===== src/rtl/regfile_read_arbiter_pkg.sv =====
// Shared types for the register-file read-port arbiter between decode and debug.
package regfile_read_arbiter_pkg;

  typedef logic [4:0]  register_id_t;
  typedef logic [31:0] int_t;

  typedef struct packed {
    register_id_t id1;
    register_id_t id2;
  } register_read_id_t;

  typedef struct packed {
    int_t data1;
    int_t data2;
  } register_data_read_t;

  typedef enum logic [1:0] {
    IDLE = 2'd0,
    WAIT = 2'd1,
    RESP = 2'd2
  } arb_state_t;

  localparam int DEFAULT_STARVE_LIMIT = 8;

endpackage


===== src/rtl/regfile_read_arbiter_if.sv =====
// Decode, debug and register-file read signals seen by the arbiter.
interface regfile_read_arbiter_if;
  import regfile_read_arbiter_pkg::*;

  logic                decodeWantsRead;
  register_read_id_t   decodeRegReadId;
  register_data_read_t decodeRegData;
  logic                decodeBlocked;

  logic                dbgReqValid;
  logic                dbgReqReady;
  register_read_id_t   dbgReqId;
  logic                dbgRespValid;
  logic                dbgRespReady;
  register_data_read_t dbgRespData;

  register_read_id_t   regReadId;
  register_data_read_t regDataRead;

  // The arbiter is the slave; decode, debug and the register file form the master side.
  modport slave (
    input  decodeWantsRead, decodeRegReadId, dbgReqValid, dbgReqId,
           dbgRespReady, regDataRead,
    output decodeRegData, decodeBlocked, dbgReqReady, dbgRespValid,
           dbgRespData, regReadId
  );

  modport master (
    output decodeWantsRead, decodeRegReadId, dbgReqValid, dbgReqId,
           dbgRespReady, regDataRead,
    input  decodeRegData, decodeBlocked, dbgReqReady, dbgRespValid,
           dbgRespData, regReadId
  );

endinterface


===== src/rtl/regfile_read_arbiter_starve_counter.sv =====
// Saturating wait counter for a pending debug read; flags when the starvation limit is reached.
module regfile_read_arbiter_starve_counter
  import regfile_read_arbiter_pkg::*;
#(
  parameter int STARVE_LIMIT = DEFAULT_STARVE_LIMIT,
  parameter int COUNT_WIDTH  = 8
) (
  input  logic clock,
  input  logic reset,
  input  logic clear,
  input  logic increment,
  output logic atLimit
);

  localparam logic [COUNT_WIDTH-1:0] LIMIT = COUNT_WIDTH'(STARVE_LIMIT);

  logic [COUNT_WIDTH-1:0] waitCount;

  always_ff @(posedge clock or negedge reset) begin
    if (!reset) begin
      waitCount <= '0;
    end else if (clear) begin
      waitCount <= '0;
    end else if (increment && (waitCount != '1)) begin
      waitCount <= waitCount + 1'b1;
    end
  end

  assign atLimit = (waitCount >= LIMIT);

endmodule


===== src/rtl/regfile_read_arbiter.sv =====
// Shares the register file's two read ports between decode (default owner) and a debug
// requester; a starving debug read is forced through by blocking decode for one cycle.
module regfile_read_arbiter
  import regfile_read_arbiter_pkg::*;
#(
  parameter int STARVE_LIMIT = DEFAULT_STARVE_LIMIT,
  parameter int COUNT_WIDTH  = 8
) (
  input logic                  clock,
  input logic                  reset,
  regfile_read_arbiter_if.slave bus
);

  arb_state_t          state;
  logic                respValid_p1;
  register_data_read_t respData_p1;

  logic pending;
  logic freeGrant;
  logic forcedGrant;
  logic grant;
  logic atLimit;

  // Grant logic is gated by reset so the ports fall back to decode while reset is held.
  always_comb begin
    pending     = reset && bus.dbgReqValid && ((state == IDLE) || (state == WAIT));
    freeGrant   = pending && !bus.decodeWantsRead;
    forcedGrant = pending && bus.decodeWantsRead && atLimit;
    grant       = freeGrant || forcedGrant;
  end

  regfile_read_arbiter_starve_counter #(
    .STARVE_LIMIT (STARVE_LIMIT),
    .COUNT_WIDTH  (COUNT_WIDTH)
  ) u_starve_counter (
    .clock     (clock),
    .reset     (reset),
    .clear     (grant || !bus.dbgReqValid),
    .increment (pending && !grant),
    .atLimit   (atLimit)
  );

  assign bus.dbgReqReady   = grant;
  assign bus.decodeBlocked = forcedGrant;
  assign bus.regReadId     = grant ? bus.dbgReqId : bus.decodeRegReadId;
  assign bus.decodeRegData = grant ? '0 : bus.regDataRead;
  assign bus.dbgRespValid  = respValid_p1;
  assign bus.dbgRespData   = respData_p1;

  // Stage p1: response captured on the grant edge, held until the consumer accepts it.
  always_ff @(posedge clock or negedge reset) begin
    if (!reset) begin
      state        <= IDLE;
      respValid_p1 <= 1'b0;
      respData_p1  <= '0;
    end else begin
      case (state)
        IDLE, WAIT: begin
          if (grant) begin
            state        <= RESP;
            respValid_p1 <= 1'b1;
            respData_p1  <= bus.regDataRead;
          end else if (bus.dbgReqValid) begin
            state <= WAIT;
          end else begin
            state <= IDLE;
          end
        end
        RESP: begin
          if (bus.dbgRespReady) begin
            state        <= IDLE;
            respValid_p1 <= 1'b0;
          end
        end
        default: begin
          state        <= IDLE;
          respValid_p1 <= 1'b0;
        end
      endcase
    end
  end

endmodule


===== src/flat_wrapper.sv =====
// flat-port wrapper written by rule: the top's interface ports become plain ports
module regfile_read_arbiter_flat import regfile_read_arbiter_pkg::*;
#(
  parameter int STARVE_LIMIT = DEFAULT_STARVE_LIMIT,
  parameter int COUNT_WIDTH  = 8
)
  (clock, reset, bus_decodeWantsRead, bus_decodeRegReadId, bus_dbgReqValid, bus_dbgReqId, bus_dbgRespReady, bus_regDataRead, bus_decodeRegData, bus_decodeBlocked, bus_dbgReqReady, bus_dbgRespValid, bus_dbgRespData, bus_regReadId);
  regfile_read_arbiter_if bus_i ();
  input logic clock;
  input logic reset;
  input wire logic [$bits(bus_i.decodeWantsRead)-1:0] bus_decodeWantsRead;
  input wire logic [$bits(bus_i.decodeRegReadId)-1:0] bus_decodeRegReadId;
  input wire logic [$bits(bus_i.dbgReqValid)-1:0] bus_dbgReqValid;
  input wire logic [$bits(bus_i.dbgReqId)-1:0] bus_dbgReqId;
  input wire logic [$bits(bus_i.dbgRespReady)-1:0] bus_dbgRespReady;
  input wire logic [$bits(bus_i.regDataRead)-1:0] bus_regDataRead;
  output wire logic [$bits(bus_i.decodeRegData)-1:0] bus_decodeRegData;
  output wire logic [$bits(bus_i.decodeBlocked)-1:0] bus_decodeBlocked;
  output wire logic [$bits(bus_i.dbgReqReady)-1:0] bus_dbgReqReady;
  output wire logic [$bits(bus_i.dbgRespValid)-1:0] bus_dbgRespValid;
  output wire logic [$bits(bus_i.dbgRespData)-1:0] bus_dbgRespData;
  output wire logic [$bits(bus_i.regReadId)-1:0] bus_regReadId;
  assign bus_i.decodeWantsRead = bus_decodeWantsRead;
  assign bus_i.decodeRegReadId = bus_decodeRegReadId;
  assign bus_i.dbgReqValid = bus_dbgReqValid;
  assign bus_i.dbgReqId = bus_dbgReqId;
  assign bus_i.dbgRespReady = bus_dbgRespReady;
  assign bus_i.regDataRead = bus_regDataRead;
  assign bus_decodeRegData = bus_i.decodeRegData;
  assign bus_decodeBlocked = bus_i.decodeBlocked;
  assign bus_dbgReqReady = bus_i.dbgReqReady;
  assign bus_dbgRespValid = bus_i.dbgRespValid;
  assign bus_dbgRespData = bus_i.dbgRespData;
  assign bus_regReadId = bus_i.regReadId;
  regfile_read_arbiter #(.STARVE_LIMIT(STARVE_LIMIT), .COUNT_WIDTH(COUNT_WIDTH)) u_core (.clock(clock), .reset(reset), .bus(bus_i));
endmodule

===== config.mk =====
export PLATFORM = sky130hd
export DESIGN_NAME = regfile_read_arbiter_flat
export DESIGN_NICKNAME = d
export VERILOG_FILES = /design/src/rtl/regfile_read_arbiter_pkg.sv /design/src/rtl/regfile_read_arbiter_if.sv /design/src/rtl/regfile_read_arbiter_starve_counter.sv /design/src/rtl/regfile_read_arbiter.sv /design/src/flat_wrapper.sv
export SDC_FILE = /design/constraint.sdc
export NUM_CORES = 1
export LEC_CHECK = 0
export ABC_AREA = 1
export BUFFER_PORTS_ARGS = -buffer_cell sky130_fd_sc_hd__buf_2
export CAP_MARGIN = 10
export CORE_UTILIZATION = 30
export DETAILED_ROUTE_END_ITERATION = 10
export GPL_TIMING_DRIVEN = 0
export PLACE_DENSITY = 0.65
export SLEW_MARGIN = 30
export SYNTH_ARGS = -nofsm -noshare
export SYNTH_HDL_FRONTEND = slang
export SYNTH_HIERARCHICAL = 1
export SYNTH_SLANG_ARGS = --single-unit

===== constraint.sdc =====
create_clock -name clock -period 2.08 [get_ports clock]
set_clock_uncertainty 0.05 [all_clocks]
set_input_delay 0 -clock clock [delete_from_list [all_inputs] [get_ports clock]]
set_output_delay 0 -clock clock [all_outputs]
set_load 0.02 [all_outputs]

# Yosys cells after proc, flatten, opt, wreduce, memory -nomap -nowiden
# Index checks and enable logic that the tools add are counted.
totals:
  reg_bits: 75
  elab_cells: 41
  output_inout_bits: 141
  in_bits: 89
classes:
  reduce_logical: 18
  eq_ne: 5
  addsub: 1
  n_lt_le_gt_ge: 1
  n_mux: 11
op_table:
  columns: ["operator", "count"]
  rows:
  - ["two-way mux 64 bit", 1]
  - ["two-way mux 8 bit", 2]
  - ["two-way mux 10 bit", 1]
  - ["adder 8 x 1 -> 8 bit, second input constant", 1]
  - [">= comparator 8 x 4 -> 1 bit, second input constant", 1]
  - ["!= test 8 bit, second input constant", 1]
  - ["logical AND 1 bit", 7]
  - ["two-way mux 2 bit", 2]
  - ["one-hot mux 2 bit (2 select lines)", 1]
  - ["AND reduction 2 bit", 2]
  - ["logical NOT 1 bit", 3]
  - ["logical OR 1 bit", 3]
  - ["two-way mux 1 bit", 3]
  - ["equality test 2 x 1 -> 1 bit, second input constant", 1]
  - ["equality test 2 bit, second input constant", 1]
  - ["logical NOT 2 bit", 1]
  - ["!= test 2 x 1 -> 1 bit, second input constant", 1]
  - ["!= test 2 bit, second input constant", 1]
  - ["one-hot mux 1 bit (2 select lines)", 1]
  - ["nonzero test 2 bit", 1]
  - ["OR reduction 2 bit", 1]

# Depth between registers and ports, before layout
logic_depth:
  depth_word: 11
  ltp_mapped: 11
  ltp_nobuf: 10

# Modules after synthesis
# Netlist, hierarchy kept.
modules_own_cells:
  columns: ["module", "seq_area_each_um2", "cells_each", "n_inst", "area_each_um2"]
  rows:
  - ["regfile_read_arbiter", 1676.6, 467, 1, 3338.2]
  - ["regfile_read_arbiter_starve_counter", 200.2, 74, 1, 550.5]

# Worst setup path after synthesis
# Ideal clock, no wire load.
synth_path:
  path_kind: "reg2reg"
  start: "register u_core.u_starve_counter.waitCount[5]"
  end: "register u_core.u_starve_counter.waitCount[5]"
  synth_period_minus_slack_ns: 1.933
  required_time_ns: 1.911
  arrival_time_ns: 1.764
  setup_ns: 0.119
  setup_slack_ns: 0.147
  path_stages_with_launch: 12
  n_path_buf: 1
  path_cell_list: "dfrtp_1 > nor3_1 > nand3_1 > inv_1 > nand2_1 > clkbuf_1 > nor2_1 > inv_1 > nor3_1 > nand3_1 > nand2_1 > nor2_1"
synth_between:
  elab_chain_len: 7
  elab_cells_between_ends: 12
  cone_classes: "add/sub: 1; order compare: 1; eq/ne: 1; mux: 2; reduce/logical: 7"
synth_rtl:
  columns: ["item", "line", "rtl"]
  rows:
  - ["from (decl)", "regfile_read_arbiter_starve_counter.sv:17", "logic [COUNT_WIDTH-1:0] waitCount;"]
  - ["from (signal assigned)", "regfile_read_arbiter_starve_counter.sv:25", "waitCount <= waitCount + 1'b1;"]
  - [">= comparator 8 x 4 -> 1 bit (*)", "regfile_read_arbiter_starve_counter.sv:29", "assign atLimit = (waitCount >= LIMIT);"]
  - ["net u_core.atLimit", "regfile_read_arbiter.sv:22", "logic atLimit;"]
  - ["logical AND 1 bit (*)", "regfile_read_arbiter.sv:28", "forcedGrant = pending && bus.decodeWantsRead && atLimit;"]
  - ["logical OR 1 bit (*)", "regfile_read_arbiter.sv:29", "grant = freeGrant || forcedGrant;"]
  - ["logical NOT 1 bit", "regfile_read_arbiter.sv:39", ".increment (pending && !grant),"]
  - ["logical AND 1 bit", "regfile_read_arbiter.sv:39", null]
  - ["logical AND 1 bit", "regfile_read_arbiter_starve_counter.sv:24", "end else if (increment && (waitCount != '1)) begin"]
  - ["nonzero test 2 bit (no source line)", null, null]
# The timed path passes the listed nets; every way through them passes the cells marked *. The select of a mux whose other input is x is not followed.
# A chain may end at the register's enable or synchronous reset.

# Worst setup path after layout
layout_path:
  start: "register u_core.u_starve_counter.waitCount[4]"
  end: "output port bus_decodeRegData[50]"
layout_between:
  elab_chain_len: 4
layout_rtl:
  columns: ["item", "line", "rtl"]
  rows:
  - [">= comparator 8 x 4 -> 1 bit", "regfile_read_arbiter_starve_counter.sv:29", null]
  - ["net u_core.atLimit", "regfile_read_arbiter.sv:22", null]
  - ["logical AND 1 bit", "regfile_read_arbiter.sv:28", null]
  - ["logical OR 1 bit", "regfile_read_arbiter.sv:29", null]
  - ["two-way mux 64 bit", "regfile_read_arbiter.sv:46", "assign bus.decodeRegData = grant ? '0 : bus.regDataRead;"]
  - ["to (decl)", "flat_wrapper.sv:17", "output wire logic [$bits(bus_i.decodeRegData)-1:0] bus_decodeRegData;"]
# The timed path passes the listed nets, and every way through them passes these cells.

==> metrics.yaml <==
outcome: "completed"
cts_buffers: 9
drive_gt1_share_pct: 35.5
diodes: 0
cp_slowest_stage_delay_ps: 400
root_buffer: "clkbuf_16"
drt_first_pass_iters: 4
cp-end-kind: "output port"
synth.distinct_cells: 22
synth_edf_count: 0
combPwrFrac_pct: 34.0
vias: 4518
slew_headroom_pct: 65.6
die_x_um: 116
pwr-share-clk_pct: 29.6
num_rows: 41
wl_um: 13400
final_antenna_net_count: 0
syn_area_per_cell_um2: 7.19
clk_path_buf_depth: 2
clk_latency_ps: 330
setup_viol: 0
cp.arrival_ps: 1970
ir_drop_v: 0.000413
start_kind: "flip-flop"
synth_flop_cell: "dfrtp_1"
path_buf_inv: 5
cp.required_ps: 2030
final_max_slew_viol_count: 0
power.leakage_nw: 3.86
cp_max_fo: 10
hold_ws_ps: 49.1
track_usage_pct: 19.2
p_sw_mw: 1.85
start_util_pct: 30.8
synth-seq-area-share_pct: 48.3
drt_iter0_markers: 181
synthDominantCellAreaShare_pct: 48.3
yosys_warnings: 6
netlist_instances: 541
async_flop_share_pct: 100
gp_congestion: 0.824
overflow: 0
h-tree-depth: 3
viasPerCell: 4.36
num-fill-cells: 1176
syn_area_mm2: 0.00389
avgRoutedWirePerCell_um: 12.9
path_clk_slew_ps: 60
seqPwrFrac_pct: 36.4
area_delta_synth_final_pct: 68.0
intPower_mw: 3.36
post-route-drc-count: 0
synth-seq-cells: 75
fin_crit_ps: 2020
hpwl_um: 8800
p_total_mw: 5.22
cpMaxStageDelayCell: "dfrtp_1"
io_buffers: 229
synth_top_area_cell: "dfrtp_1"
tightest_slew_ps: 513
grt_pass1_vias: 4238
fin_util_pct: 51.8
die_h_um: 116
critPathTopFamily: "buffers and inverters"
antenna_found_initial: 0
synth_top_cells_by_area: "dfrtp_1 48%, nand2_1 16%, nand3_1 11%"
p_sw_share_pct: 35.5
die-area_mm2: 0.0134
post-route-period-util_pct: 96.9
max_freq_mhz: 496
io_pins: 230
grt_max_degree: 41
synth_nets: 632
final_common_cell: "buf_2"
nets: 950
drv_cap: 0
cts.sinks: 75
min_path_type: "input pin to flip-flop"
path_class: "flip-flop to output port"
p_per_area_mw_per_mm2: 799
core_mm2: 0.0126
grt_pass1_wl_um: 19900
final_hold_viol_count: 0
layout_common_cells: "233 x buf_2, 169 x nand2_1, 86 x nand3_1"
worstPathCellList: "nor3_2 > nand3_1 > inv_2 > nand2_4 > nand2_4 > inv_2 > buf_6 > buf_4 > nor2_1 > buf_4"
cts_tree: "built"
-- final cells by class --
class	instances	area (um2)	share of cell area [%]
inverters	80	300	4.60
well taps	172	215	3.30
repair buffers	308	2060	31.6
flip-flops and latches	75	1880	28.8
multi-input cells	355	1590	24.4
clock inverters	4	48.8	0.747
clock buffers	12	246	3.77
plain buffers	30	190	2.91
-- worst reg2reg max path, cell delays in order (launching register included) --
cell and delay (ps):
dfrtp_1 400, nor3_2 190, nand3_1 140, inv_2 110
nand2_4 70, buf_2 190, nor2_4 150, inv_1 90
nor3_1 250, nand3_1 100, nand2_1 70, nor2_1 40
-- cell usage after synthesis, types with 2 or more instances --
| master | instances |
|---|---|
| a21oi_1 | 5 |
| buf_2 | 17 |
| buf_4 | 9 |
| clkbuf_1 | 4 |
| dfrtp_1 | 75 |
| ha_1 | 2 |
| inv_1 | 78 |
| inv_2 | 2 |
| nand2_1 | 170 |
| nand2_2 | 3 |
| nand2_4 | 3 |
| nand3_1 | 86 |
| nor2_1 | 71 |
| nor2_2 | 3 |
| nor3_1 | 4 |
| o21ai_0 | 2 |
| o21ai_2 | 2 |
-- power groups by stage --
stage	registers, mW	logic [mW]	clock network [mW]
4_1_cts	1.89	1.74	1.60
5_1_grt	1.93	1.92	1.67
6_report	1.90	1.77	1.55
3_5_place_dp	1.91	1.61	0
3_3_place_gp	1.91	1.59	0
2_1_floorplan	2.28	0.567	0
-- metrics by stage --
| stage | instance area (um2) | instances | setup TNS (ps) | setup slack, ps |
|---|---|---|---|---|
| 3_3_place_gp | 5250 | 942 | -85020 | -1130 |
| 2_1_floorplan | 3890 | 541 | 0 | 147 |
| 4_1_cts | 6430 | 1035 | 0 | 9.25 |
| 5_1_grt | 6530 | 1036 | -417 | -40.7 |
| 3_5_place_dp | 5280 | 943 | -1250 | -274 |
| 6_report | 6530 | 1036 | 0 | 64.2 |
-- cells by family (layout without fill, tap and decap cells) --
| family | Yosys count | after routing | synth area share (%) |
|---|---|---|---|
| simple gates | 342 | 342 | 37.2 |
| compound gates | 11 | 11 | 1.74 |
| buf+inv | 111 | 434 | 12.1 |
| flops | 75 | 75 | 48.3 |
| fa+ha+maj | 2 | 2 | 0.643 |
-- metal layers --
metal / track usage (%) / share of wire (%) / vias to the layer above
met5: 0 / 0 / -
met4: 7.69 / 1.5 / 0
met3: 4.18 / 6.2 / 18
met2: 34.2 / 50 / 156
met1: 22.4 / 42 / 2074
li1: - / - / 2270
-- what timing repair did --
action                                  4_1_cts  5_1_grt
endpoints found under the hold margin       141        0
pin swaps                                     1        1
endpoints found under the setup margin       57       62
resized for setup                             9       30
setup buffers                                 4        1
hold buffers                                 73        0
cloned                                        0        0
-- registers in the layout (all words and copies together), names as in the netlist --
name,count
u_core/bus.dbgRespData,64
u_core/u_starve_counter/waitCount,8
u_core/state,2
u_core/bus.dbgRespValid,1
-- final timing paths --
check	start	endpoint	slack [ps]	depth (start not counted)
setup / recovery	u_core/u_starve_counter/waitCount[4]$_DFFE_PN0P_	bus_decodeRegData[50]	60	10
hold / removal	bus_dbgReqValid	u_core/state[0]$_DFFE_PN0P_	50	3
setup reg to reg	u_core/u_starve_counter/waitCount[4]$_DFFE_PN0P_	u_core/u_starve_counter/waitCount[5]$_DFFE_PN0P_	110	11
hold reg to reg	u_core/state[0]$_DFFE_PN0P_	u_core/state[1]$_DFFE_PN0P_	400	1
max in group asynchronous	reset	u_core/u_starve_counter/waitCount[5]$_DFFE_PN0P_	1210	7
min in group asynchronous	reset	u_core/bus.dbgRespData[28]$_DFFE_PN0P_	540	7
(Power assumes the default switching activity.)
